$ cat src/rtl/db15_pkg.sv
// Shared definitions for the DB15 serial joystick link: frame geometry,
// button bit positions and the pad-side transmitter state encoding.
package db15_pkg;

    localparam int DB15_NBITS = 12;

    localparam int BTN_R     = 0;
    localparam int BTN_L     = 1;
    localparam int BTN_D     = 2;
    localparam int BTN_U     = 3;
    localparam int BTN_A     = 4;
    localparam int BTN_B     = 5;
    localparam int BTN_C     = 6;
    localparam int BTN_X     = 7;
    localparam int BTN_Y     = 8;
    localparam int BTN_Z     = 9;
    localparam int BTN_START = 10;
    localparam int BTN_MODE  = 11;

    typedef enum logic [1:0] {
        IDLE  = 2'd0,
        LOAD  = 2'd1,
        SHIFT = 2'd2
    } db15_tx_state_t;

endpackage

$ cat src/rtl/db15_in_filter.sv
// Conditions one asynchronous host pin: 2-FF synchronizer, then a glitch filter
// that only accepts a new level after FILT consecutive identical samples.
module db15_in_filter #(
    parameter int FILT = 3
) (
    input  logic clk_sys,
    input  logic reset_n,
    input  logic pin,
    output logic level,
    output logic toggle
);

    localparam int CW = (FILT < 2) ? 1 : $clog2(FILT);

    logic [1:0]    sync_r;
    logic          level_r;
    logic          toggle_r;
    logic [CW-1:0] cnt_r;

    // Synchronize the pin and count how long it has disagreed with the accepted level.
    always_ff @(posedge clk_sys) begin
        if (!reset_n) begin
            sync_r   <= 2'b11;
            level_r  <= 1'b1;
            toggle_r <= 1'b0;
            cnt_r    <= {CW{1'b0}};
        end else begin
            sync_r   <= {sync_r[0], pin};
            toggle_r <= 1'b0;
            if (sync_r[1] != level_r) begin
                // The FILT-th disagreeing sample flips the level; the strobe rides along with it.
                if (cnt_r == CW'(FILT - 1)) begin
                    level_r  <= sync_r[1];
                    toggle_r <= 1'b1;
                    cnt_r    <= {CW{1'b0}};
                end else begin
                    cnt_r <= cnt_r + CW'(1);
                end
            end else begin
                cnt_r <= {CW{1'b0}};
            end
        end
    end

    assign level  = level_r;
    assign toggle = toggle_r;

endmodule

$ cat src/rtl/db15_pad_tx.sv
// DB15 pad emulator: snapshots both players' buttons on the host load strobe and
// shifts them out one bit per host clock, active-low, player 1 bit 0 first.
module db15_pad_tx
    import db15_pkg::*;
#(
    parameter int NBITS = DB15_NBITS,
    parameter int FILT  = 3
) (
    input  logic                             clk_sys,
    input  logic                             reset_n,
    input  logic [NBITS-1:0]                 joystick1,
    input  logic [NBITS-1:0]                 joystick2,
    input  logic                             joy_clk,
    input  logic                             joy_load,
    output logic                             joy_data,
    output logic                             frame_done,
    output logic [$clog2(2*NBITS+1)-1:0]     bit_idx
);

    localparam int FW = 2 * NBITS;
    localparam int IW = $clog2(2 * NBITS + 1);
    localparam logic [IW-1:0] IDX_END  = IW'(FW);
    localparam logic [IW-1:0] IDX_LAST = IW'(FW - 1);

    db15_tx_state_t state_r, state_d;
    logic [FW-1:0]  frame_r, frame_d;
    logic [IW-1:0]  idx_r, idx_d;
    logic           data_r, data_d;
    logic           done_r, done_d;

    logic clk_lvl_s, clk_tgl_s, load_lvl_s, load_tgl_s;
    logic clk_rise_s, load_rise_s, last_bit_s;

    db15_in_filter #(.FILT(FILT)) u_clk_filt (
        .clk_sys (clk_sys),
        .reset_n (reset_n),
        .pin     (joy_clk),
        .level   (clk_lvl_s),
        .toggle  (clk_tgl_s)
    );

    db15_in_filter #(.FILT(FILT)) u_load_filt (
        .clk_sys (clk_sys),
        .reset_n (reset_n),
        .pin     (joy_load),
        .level   (load_lvl_s),
        .toggle  (load_tgl_s)
    );

    assign clk_rise_s  = clk_tgl_s & clk_lvl_s;
    assign load_rise_s = load_tgl_s & load_lvl_s;
    assign last_bit_s  = (idx_r == IDX_LAST);

    // State register.
    always_ff @(posedge clk_sys) begin
        if (!reset_n) begin
            state_r <= IDLE;
        end else begin
            state_r <= state_d;
        end
    end

    // Next state: a low load level wins over everything, including clock edges.
    always_comb begin
        state_d = state_r;
        if (!load_lvl_s) begin
            state_d = LOAD;
        end else begin
            case (state_r)
                IDLE:    state_d = IDLE;
                LOAD:    if (load_rise_s) state_d = SHIFT; else state_d = LOAD;
                SHIFT:   if (clk_rise_s && last_bit_s) state_d = IDLE; else state_d = SHIFT;
                default: state_d = IDLE;
            endcase
        end
    end

    // Next frame/index/outputs; joy_data takes the bit the frame will hold after this edge.
    always_comb begin
        frame_d = frame_r;
        idx_d   = idx_r;
        done_d  = 1'b0;
        if (state_d == LOAD) begin
            frame_d = {~joystick2, ~joystick1};
            idx_d   = {IW{1'b0}};
        end else if ((state_r == SHIFT) && clk_rise_s) begin
            frame_d = {1'b1, frame_r[FW-1:1]};
            idx_d   = idx_r + IW'(1);
            done_d  = last_bit_s;
        end else begin
            frame_d = frame_r;
        end
        if (state_d == IDLE) begin
            data_d = 1'b1;
        end else begin
            data_d = frame_d[BTN_R];
        end
    end

    // Frame, counter and registered outputs.
    always_ff @(posedge clk_sys) begin
        if (!reset_n) begin
            frame_r <= {FW{1'b1}};
            idx_r   <= IDX_END;
            data_r  <= 1'b1;
            done_r  <= 1'b0;
        end else begin
            frame_r <= frame_d;
            idx_r   <= idx_d;
            data_r  <= data_d;
            done_r  <= done_d;
        end
    end

    assign joy_data   = data_r;
    assign frame_done = done_r;
    assign bit_idx    = idx_r;

endmodule

$ cat config.mk
export PLATFORM = sky130hd
export DESIGN_NAME = db15_pad_tx
export DESIGN_NICKNAME = d
export VERILOG_FILES = /design/src/rtl/db15_pkg.sv /design/src/rtl/db15_in_filter.sv /design/src/rtl/db15_pad_tx.sv
export SDC_FILE = /design/constraint.sdc
export NUM_CORES = 1
export LEC_CHECK = 0
export CORE_UTILIZATION = 45
export CTS_BUF_LIST = sky130_fd_sc_hd__clkbuf_4
export DETAILED_ROUTE_END_ITERATION = 6
export HOLD_SLACK_MARGIN = 0.05
export MAX_ROUTING_LAYER = met4
export PLACE_DENSITY_LB_ADDON = 0.12
export SLEW_MARGIN = 20
export SYNTH_ARGS = -nofsm -noshare
export SYNTH_HDL_FRONTEND = slang
export SYNTH_SLANG_ARGS = --single-unit
export TNS_END_PERCENT = 100
$ cat constraint.sdc
create_clock -name clk_sys -period 2.3 [get_ports clk_sys]
set_clock_uncertainty 0.05 [all_clocks]
set_input_delay 0.69 -clock clk_sys [delete_from_list [all_inputs] [get_ports clk_sys]]
set_output_delay 0.69 -clock clk_sys [all_outputs]
set_load 0.01 [all_outputs]
* Yosys cells after proc, flatten, opt, wreduce, memory -nomap -nowiden
Cells that the tools add are included.
** Operators by class
- $add $sub $neg :: 3
- Equal/unequal tests :: 8
- Multiplexer cells :: 10
- Bitwise operators :: 8
- Reduce and logical (&&, ||, !) cells :: 13
** Operators with widths (number)
- $mux 24 :: 2
- $not 12->12 :: 2
- $mux 5 :: 2
- $reduce_or 3->1 :: 3
- $reduce_and 2->1 :: 4
- $eq 2x2->1 const B :: 3
- $mux 2 :: 3
- $add 5x1->5 const B :: 1
- $eq 5x5->1 const B :: 1
- $add 2x1->2 const B :: 2
- $eq 2x1->1 const B :: 2
- $not 1->1 :: 4
- $pmux 2 s2 :: 1
- $reduce_or 2->1 :: 2
- $and 1x1->1 :: 2
- $logic_and 1x1->1 :: 2
- $logic_not 2->1 :: 1
- $mux 1 :: 2
- $ne 1x1->1 :: 2
- $reduce_bool 2->1 :: 1
** Word-level totals
- Register bits after elaboration :: 45
- Output and inout port bits :: 7
- Word-level logic and storage cells :: 57

* Depth between registers and ports, before layout
Gate-level depths: netlist of run 1.
- Depth after elaboration :: 7
- Depth in mapped cells :: 8
- Gate-level depth less buffers :: 6

* Cells and area by module
From an unflattened synthesis of run 1, not the netlist that was laid out.
** Second synthesis, totals
- Cell total of the unflattened synthesis :: 248
- Area total of the unflattened synthesis :: 2227.1 um^2
** By module, submodules not included
- db15_pad_tx :: times used 1, cells each 214, area an instance 1834.3 um^2, sequential area each 660.6 um^2
- db15_in_filter :: times used 2, cells each 17, area an instance 196.4 um^2, sequential area each 120.1 um^2

* Worst setup path after synthesis of run 1
Ideal clock, no wire load.
- Kind :: register -> register
- From :: register idx_r[0] (netlist: bit_idx[0])
- To :: register frame_r[12]
- Setup time :: 145 ps
- Arrival :: 1562 ps
- Data required time :: 2105 ps
- Path slack :: 543 ps
- Stages on the path, launching flop included :: 8
- Buffers on the path :: 2
- Cell sequence :: dfxtp_1 -> ha_1 -> nand2_1 -> or3b_1 -> buf_2 -> buf_6 -> a31oi_1 -> a41oi_1
** Between the ends
- Cells in the longest elaborated chain, start to end :: 7
- Elaborated cells between the ends (all ways) :: 8
- Those cells by class :: 2 x eq/ne; 4 x mux; 2 x reduce/logical
** Ends and longest elaborated chain
- start, declared :: RTL line db15_pad_tx.sv:27 : logic [IW-1:0] idx_r, idx_d;
- start signal, assigned :: RTL line db15_pad_tx.sv:109 : idx_r <= idx_d;
- $eq 5x5->1 * :: RTL line db15_pad_tx.sv:52 : assign last_bit_s = (idx_r == IDX_LAST);
- $logic_and 1x1->1 * :: RTL line db15_pad_tx.sv:72 : SHIFT: if (clk_rise_s && last_bit_s) state_d = IDLE; else state_d = SHIFT;
- $mux 2 * :: RTL line db15_pad_tx.sv:72
- $pmux 2 s2 * :: RTL line db15_pad_tx.sv:69 : case (state_r)
- $mux 2 * :: RTL line db15_pad_tx.sv:66 : if (!load_lvl_s) begin
- $eq 2x1->1 * :: RTL line db15_pad_tx.sv:83 : if (state_d == LOAD) begin
- $mux 24 / $reduce_bool 2->1 (equally long branches)
- end signal, assigned :: RTL line db15_pad_tx.sv:103 : frame_r <= {FW{1'b1}};
- end signal, assigned :: RTL line db15_pad_tx.sv:108 : frame_r <= frame_d;
- end, declared :: RTL line db15_pad_tx.sv:26 : logic [FW-1:0] frame_r, frame_d;
Mark *: on every way between the ends. The rest lies on a longest branch, timed or not.
A chain may end at the register's enable or synchronous reset.

* Worst setup path after layout of run 1
- From :: register idx_r[3] (netlist: bit_idx[3])
- To :: output port bit_idx[3]
** RTL lines
- end, declared :: RTL line db15_pad_tx.sv:17 : output logic [$clog2(2*NBITS+1)-1:0] bit_idx
No word-level cell between the ends.

==> results.md, run 1 <==
Outcome:
- The flow ran to the end, and the final reports show no timing, DRC or antenna violations.

Synthesis:
- The sequential cell area fraction in the yosys report is 0.4364.
- The post-synth design cell area is 2064 sq um.
- Dividing the synthesized area by the synthesized cell count gives 8.128 sq um.
- The flip-flop and latch count after synthesis is 45.
- The predominant post-synthesis flop cell is dfxtp_1.
- The async set-or-reset flop fraction in the synthesized netlist is 0.
- The total of warnings raised by yosys is 0.
- Synthesis produced a netlist with a net count of 287.
- After synthesis, the most frequently instantiated cells are 77 x nand2_1, 45 x dfxtp_1, 23 x a31oi_1.
- Yosys mapped the design onto 31 distinct sky130hd cell types.
- By area the synthesized netlist is led by dfxtp_1 44%, nand2_1 14%, a41oi_1 9.3%.
- The area share of the largest cell type after synthesis is 0.4364.
- In this run, synthesis inferred 0 flip-flops with an integrated enable.
- The cell taking the most area after synthesis is dfxtp_1.
- The library cell with the highest instance count after synthesis is nand2_1.
- Synthesis produced 254 cells.

Worst setup path:
- Data on the critical path arrives at its endpoint at 1340 ps.
- The biggest cell delay along the critical path is 560 ps.
- Along the worst path, the maximum fanout reaches 5.
- The kind of cell with the highest combined delay along the critical path is buffers and inverters.
- The launching element type of the critical path is a register.
- The worst setup path is captured at an output pin.
- The slowest stage cell on the critical path is clkdlybuf4s50_1.
- The startpoint-to-endpoint class of the critical path is reg2out.
- STA puts the critical path data required time at 1560 ps.
- Traced cell by cell, the critical path runs through clkdlybuf4s50_1.
- The number of buffer and inverter stages on the critical path is 1.

Floorplanning:
- The area of the die is 4862 sq um.
- The core region is 4384 sq um.
- The die height is 69.73 microns.
- The floorplan has 24 rows.
- From left edge to right edge, the die measures 69.73 microns.
- The number of top-level design ports is 35.
- The initial utilization of the core area, before any placement, comes to 0.4709.

STA:
- In the finished design, the share of the clock period the worst path needs comes to 0.9046.
- The minimum setup slack in the final design is 219.4 ps.
- The remaining max-slew budget at the tightest pin is 0.7187.
- The accumulated negative setup slack is 0 ps.
- The total count of max-transition violations in the final report is 0.
- The upper clock frequency limit is 480.6 MHz.
- The number of hold-slack violations in the final timing report was 0.
- Across all hold checks on the routed design, the worst slack comes to 373.5 ps.
- The final setup violation count is 0.
- For the pin with the worst max-slew slack, the measured transition is 422.0 ps.
- The final critical path time including I/O delays and setup is 2081 ps.
- Setup repair after global routing left no endpoint under its margin.

Clock network:
- The quantity of hold-fixing buffers added after cts is 0.
- The TritonCTS buffer count is 5.
- The maximum count of clock buffers along a single path is 2.
- The H-tree was split into 2 levels.
- The count of buffers added by post-CTS timing repair for setup is 0.
- After clock tree synthesis, the clock-pin slew on the worst setup and hold paths is 120 ps.
- The clock tree root driver cell is clkbuf_4.
- In this run, post-CTS repair resized a total of 0 instances.
- The number of sinks driven by the clock tree is 45.
- The CTS tree is done.
- At the later pin of the worst-skew pair, clock insertion delay measures 350 ps.

Power and ir drop:
- The total power is 1.365 mW.
- In this run the static leakage power is 1.055 nW.
- The largest vdd supply drop is 0.3157 mV.
- The power density over the cells is 538.1 nW/um^2.

Finish:
- The repair_antennas step left the layout with diodes totalling 0.
- The non-filler instance count after layout is 337.
- From synthesis to final layout, the design area changed by 22.85%.
- The fraction of the core area covered by cells at the end of the flow is 0.5785.
- At the end of the flow, the number of nets in the layout was 317.
- After routing the design area is 2536 sq um.
- The share of layout cells above drive strength 1 is 0.07018.

Global route:
- The number of antenna violations at the first check in global routing is 0.
- The first global-routing pass estimated 7907 microns of wire.
- Entering global routing, the biggest net connects 28 pins.
- The total global routing track utilization is 0.2051.
- Global routing finished with a remaining overflow of 0.
- The via count of the first global-routing pass is 1692.

Placed design:
- At the end of routability-driven placement, the weighted congestion stood at 0.8069.
- The cell area after placement is 2457 sq um.
- The HPWL reported at the end of detailed placement is 2942 microns.
- Prior to clock tree synthesis, the placed netlist has a worst setup slack of 405.0 ps.
- The number of buffer cells added on primary ports is 34.
- Counting tap cells, the placed design contains a total of 329 instances.

Worst hold path:
- The min-delay analysis places its worst path in the category reg2reg.

Detailed routing:
- The detailed-router iteration count before antenna repair is 4.
- Summing over every cut layer, the via total after detailed routing is 1850.
- The final layout contains routed wiring with a total length of 4501 microns.
- The first-iteration detailed-routing DRC count is 164.
- Using the TritonRoute via totals, the vias-per-cell ratio works out to 5.490.
- The count of nets left with antenna violations once routing finished came out at 0.
- After detailed routing, the number of remaining DRC violations is 0.
- The routed wirelength normalized by instance count is 13.36 microns.

Flow run:
- Max-cap violations in this run came to 0.
## metal layers
| layer | vias to the layer above | wire length (microns) | global-route usage |
|---|---|---|---|
| met5 | - | 0 | - |
| met4 | 0 | 66 | 0.07333 |
| met3 | 8 | 152 | 0.03488 |
| met2 | 30 | 2043 | 0.3204 |
| met1 | 842 | 2238 | 0.2682 |
| li1 | 970 | - | - |
## flip-flops by register name, summed over array words and instances, names as in the netlist
signal              flops
u_clk_filt.cnt_r        2
bit_idx                 5
joy_data                1
u_load_filt.cnt_r       2
frame_done              1
u_clk_filt.level        1
u_load_filt.sync_r      2
u_load_filt.level       1
u_load_filt.toggle      1
u_clk_filt.toggle       1
u_clk_filt.sync_r       2
frame_r                24
state_r                 2
## logic make-up (layout without fill, tap and decap cells)
logic type	Yosys count	after routing	synth area share
adder cells (fa/ha/maj)	5	5	0.03030
flip-flops	45	45	0.4364
AO/OA/AOI/OAI	62	62	0.2170
multiplexers	1	1	0.004849
AND/OR/NAND/NOR	103	103	0.2182
XOR/XNOR	6	6	0.02546
buffers and inverters	32	63	0.06788
## report_power, final
| part | total (mW) | internal [mW] | switching (mW) |
|---|---|---|---|
| registers | 0.791 | 0.787 | 0.00378 |
| clock network | 0.478 | 0.225 | 0.253 |
| logic | 0.0959 | 0.0582 | 0.0377 |
## layout make-up
| cell class | instances | area [sq um] |
|---|---|---|
| fill | 427 | 1848 |
| sequential | 45 | 900.9 |
| clock inverter | 3 | 41.29 |
| inverter | 10 | 37.54 |
| multi-input combinational | 177 | 1023 |
| tap | 52 | 65.06 |
| clock buffer | 5 | 37.54 |
| timing repair buffer | 45 | 430.4 |
## layout by cell type (no fill, tap or decap), types with 2 or more instances in the layout
cell              n
inv_1            10
nor3_1            5
a31oi_1          23
and3_1            7
nand2b_1          4
nand4_1           3
nand3_1           2
a21oi_1           2
ha_1              5
xor2_1            3
dfxtp_1          45
clkbuf_4          5
o211ai_1          4
clkdlybuf4s50_1  33
a211oi_1          2
o21ai_0           5
a41oi_1          22
nand2_1          77
buf_4            10
xnor2_1           3
## final timing paths
kind                                        endpoint  depth (start not counted)  slack [ps]                 start
worst max register to register              joy_data                          7         370            state_r[1]
worst min register to register  u_clk_filt.sync_r[1]                          1         370  u_clk_filt.sync_r[0]
worst min-delay path            u_clk_filt.sync_r[1]                          1         370  u_clk_filt.sync_r[0]
worst max-delay path                      bit_idx[3]                          1         220            bit_idx[3]
(Power assumes the default switching activity.)
==> run 2, diff against run 1 <==
CTS_CLUSTER_SIZE = 40   (was default)
clock period = 1.7 ns   (was 2.3 ns; I/O delays follow)
==> results.md, run 2 (same netlist as run 1, synthesis figures left out) <==
Outcome:
- Outcome: finished with violations (was completed).
- The final reports fail on setup timing.

Floorplanning:
- The number of top-level design ports was 35 (unchanged).
- The die height is 69.73 microns (unchanged).
- The placement row count is 24 (unchanged).
- The starting utilization of the core area was 0.4709 (unchanged).
- The core area is 4384 sq um (unchanged).
- The area of the die was 4862 sq um (unchanged).
- The die extent in x was 69.73 microns (unchanged).

Finish:
- The final net count is 333 (was 317).
- The area added between synthesis and finish is 42.36% (was 22.85%).
- The share of layout cells above drive strength 1 is 0.2467 (was 0.07018).
- The non-filler instance count after layout is 352 (was 337).
- The flip-flop count of the largest register, all copies and words added is 24 (unchanged).
- The fraction of the core area covered by cells at the end of the flow is 0.6704 (was 0.5785).
- The number of inserted diodes was 0 (unchanged).
- The summed area of non-filler cells in the final layout was 2939 sq um (was 2536 sq um).
- The largest register by flop count was frame_r (unchanged).
- Commonest non-fill, non-tap cells in the layout: 76 x nand2_1, 37 x dfxtp_1, 26 x clkdlybuf4s50_1 (was 77 x nand2_1, 45 x dfxtp_1, 33 x clkdlybuf4s50_1).
- The most frequent standard cell in the layout excluding fill and tap cells is nand2_1 (unchanged).

Global route:
- The overall overflow remaining after global route was 0 (unchanged).
- The via count of the first global-routing pass is 1829 (was 1692).
- The number of antenna violations at the first check in global routing is 0 (unchanged).
- The total global routing track utilization is 0.2110 (was 0.2051).
- The first-pass GRT wire length is 8107 microns (was 7907 microns).
- The largest net degree at the start of global routing is 33 (was 28).

Power and ir drop:
- The combinational share of power came to 0.085 (was 0.070).
- The power spent charging and discharging nets was 0.3780 mW (was 0.2942 mW).
- The leakage power was 1.197 nW (was 1.055 nW).
- The power density over the cells is 575.6 nW/um^2 (was 538.1 nW/um^2).
- The total power is 1.692 mW (was 1.365 mW).
- The sequential share of power is 0.631 (was 0.580).
- The internal power of the cells was 1.314 mW (was 1.071 mW).
- The clock share of power was 0.284 (was 0.350).
- The switching share of total power was 0.2235 (was 0.2156).
- The largest vdd supply drop is 0.4759 mV (was 0.3157 mV).

Placed design:
- The placed cell count is 337 (was 329).
- The final RePlAce weighted congestion is 0.8798 (was 0.8069).
- The HPWL reported at the end of detailed placement came to 3129 microns (was 2942 microns).
- The setup slack after placement was -50.68 ps (was 405.0 ps).
- The number of buffer cells added on primary ports is 34 (unchanged).
- The cell area after placement came to 2576 sq um (was 2457 sq um).

Detailed routing:
- The first-iteration detailed-routing DRC count is 126 (was 164).
- The via density per instance is 5.710 (was 5.490).
- The uppermost layer routed is met4 (unchanged).
- The routed wirelength normalized by instance count is 15.30 microns (was 13.36 microns).
- The post-route antenna net violation count is 0 (unchanged).
- The number of vias in the routed layout is 2010 (was 1850).
- The number of remaining DRC errors came to 0 (unchanged).
- The wire length the detailed router placed on met1 is 2410 microns (was 2238 microns).
- The routed wire length on met3 was 242 microns (was 152 microns).
- The detailed-router iteration count before antenna repair is 4 (unchanged).
- The met2 layer wire length in the routed design is 2661 microns (was 2043 microns).
- The total detailed-routing wirelength came to 5387 microns (was 4501 microns).

Worst setup path:
- The data required time at the worst endpoint is 1870 ps (was 1560 ps).
- The launching element type of the critical path was a register (unchanged).
- The number of cells traversed by the worst register-to-register path is 7 (unchanged).
- The capturing point of the worst reg2reg path is frame_r[13] (was joy_data).
- The kind of end point of the critical path is a register (was output pin).
- The endpoint of the worst setup timing path is frame_r[13] (was bit_idx[3]).
- The maximum fanout along the worst path is 13 (was 5).
- The reg-to-reg critical path startpoint is state_r[1] (unchanged).
- The start point of the critical path is state_r[1] (was bit_idx[3]).
- The startpoint-to-endpoint class of the critical path is reg2reg (was reg2out).
- The signal arrival time at the worst endpoint came to 1870 ps (was 1340 ps).
- The slack of the worst reg-to-reg path is -5 ps (was 370 ps).

STA:
- The remaining max-slew budget at the tightest pin is 0.7445 (was 0.7187).
- The worst path in the final design needs a cycle of 1705 ps, including I/O delays and setup.
- The number of hold-slack violations in the final timing report was 0 (unchanged).
- The final period utilization is 1.003.
- The minimum setup slack in the final design came to -4.618 ps (was 219.4 ps).
- The slew at the pin with the worst max-slew slack came to 381.6 ps (was 422.0 ps).
- The final setup violation count is 1 (was 0).
- The final-layout worst hold slack is 371.5 ps (was 373.5 ps).
- The accumulated negative setup slack is -4.618 ps (was 0 ps).
- The total count of max-transition violations in the final report is 0 (unchanged).
- Unrepaired setup endpoints after global routing: yes (was no).
- Derived from the worst setup path, the maximum achievable clock frequency is 586.6 MHz.

Clock network:
- The maximum count of clock buffers along a single path is 2 (unchanged).
- The clock insertion delay at the later pin of the skew report is 350 ps (about the same).
- The number of sinks driven by the clock tree was 45 (unchanged).
- The TritonCTS buffer count came to 5 (unchanged).
- The clock tree root driver cell is clkbuf_4 (unchanged).
- The number of H-tree levels is 2 (unchanged).
- The quantity of hold-fixing buffers added after cts is 0 (unchanged).
- The CTS clock-pin slew for the worst setup and hold paths is 110 ps (was 120 ps).
- The CTS tree was done (unchanged).

Flow run:
- The number of maximum-capacitance violations is 0 (unchanged).

Worst hold path:
- The worst hold path class is reg2reg (unchanged).
-- run 2: cell type report --
class                   count  area [sq um]
fillers                   373          1445
clock inverters             1         3.754
flip-flops and latches     45         913.4
multi-input cells         177          1217
inverters                  10         37.54
repair buffers             61         656.9
well taps                  52         65.06
clock buffers               6         45.04
-- run 2: repair_timing --
action	4_1_cts	5_1_grt
pin swaps	1	3
setup endpoints to repair	24	29
endpoints found under the hold margin	0	0
gates resized for setup	12	33
buffers inserted	0	3
gates cloned	0	5
-- run 2: worst max-delay path, stage by stage (launching register included) --
cell,delay (ps)
dfxtp_2,340
buf_4,140
ha_4,220
inv_2,50
o211ai_1,160
a21oi_4,280
clkbuf_16,210
a41oi_1,120
-- run 2: worst min-delay path by stage --
stage,from,slack (ps),end,cells after the start
floorplan,u_clk_filt.sync_r[0],340,u_clk_filt.sync_r[1],1
global route,u_load_filt.cnt_r[0],380,u_load_filt.cnt_r[0],1
global placement,u_load_filt.sync_r[0],340,u_load_filt.sync_r[1],1
finish,u_load_filt.sync_r[0],370,u_load_filt.sync_r[1],1
CTS,u_load_filt.cnt_r[0],380,u_load_filt.cnt_r[0],1
detailed placement,u_load_filt.sync_r[0],350,u_load_filt.sync_r[1],1
-- run 2: power by group through the flow --
stage               Clock, mW  Sequential [mW]  Combinational, mW
finish                  0.480             1.07              0.144
global route            0.540             1.07              0.156
CTS                     0.501             1.07              0.132
detailed placement          0             1.09              0.131
global placement            0             1.09              0.131
floorplan                   0             1.09             0.0501
-- run 2: layer usage --
| layer | vias to the layer above | track usage |
|---|---|---|
| met4 | 0 | 0.06000 |
| met5 | - | - |
| met1 | 952 | 0.2628 |
| met2 | 49 | 0.3430 |
| li1 | 1000 | - |
| met3 | 9 | 0.04942 |
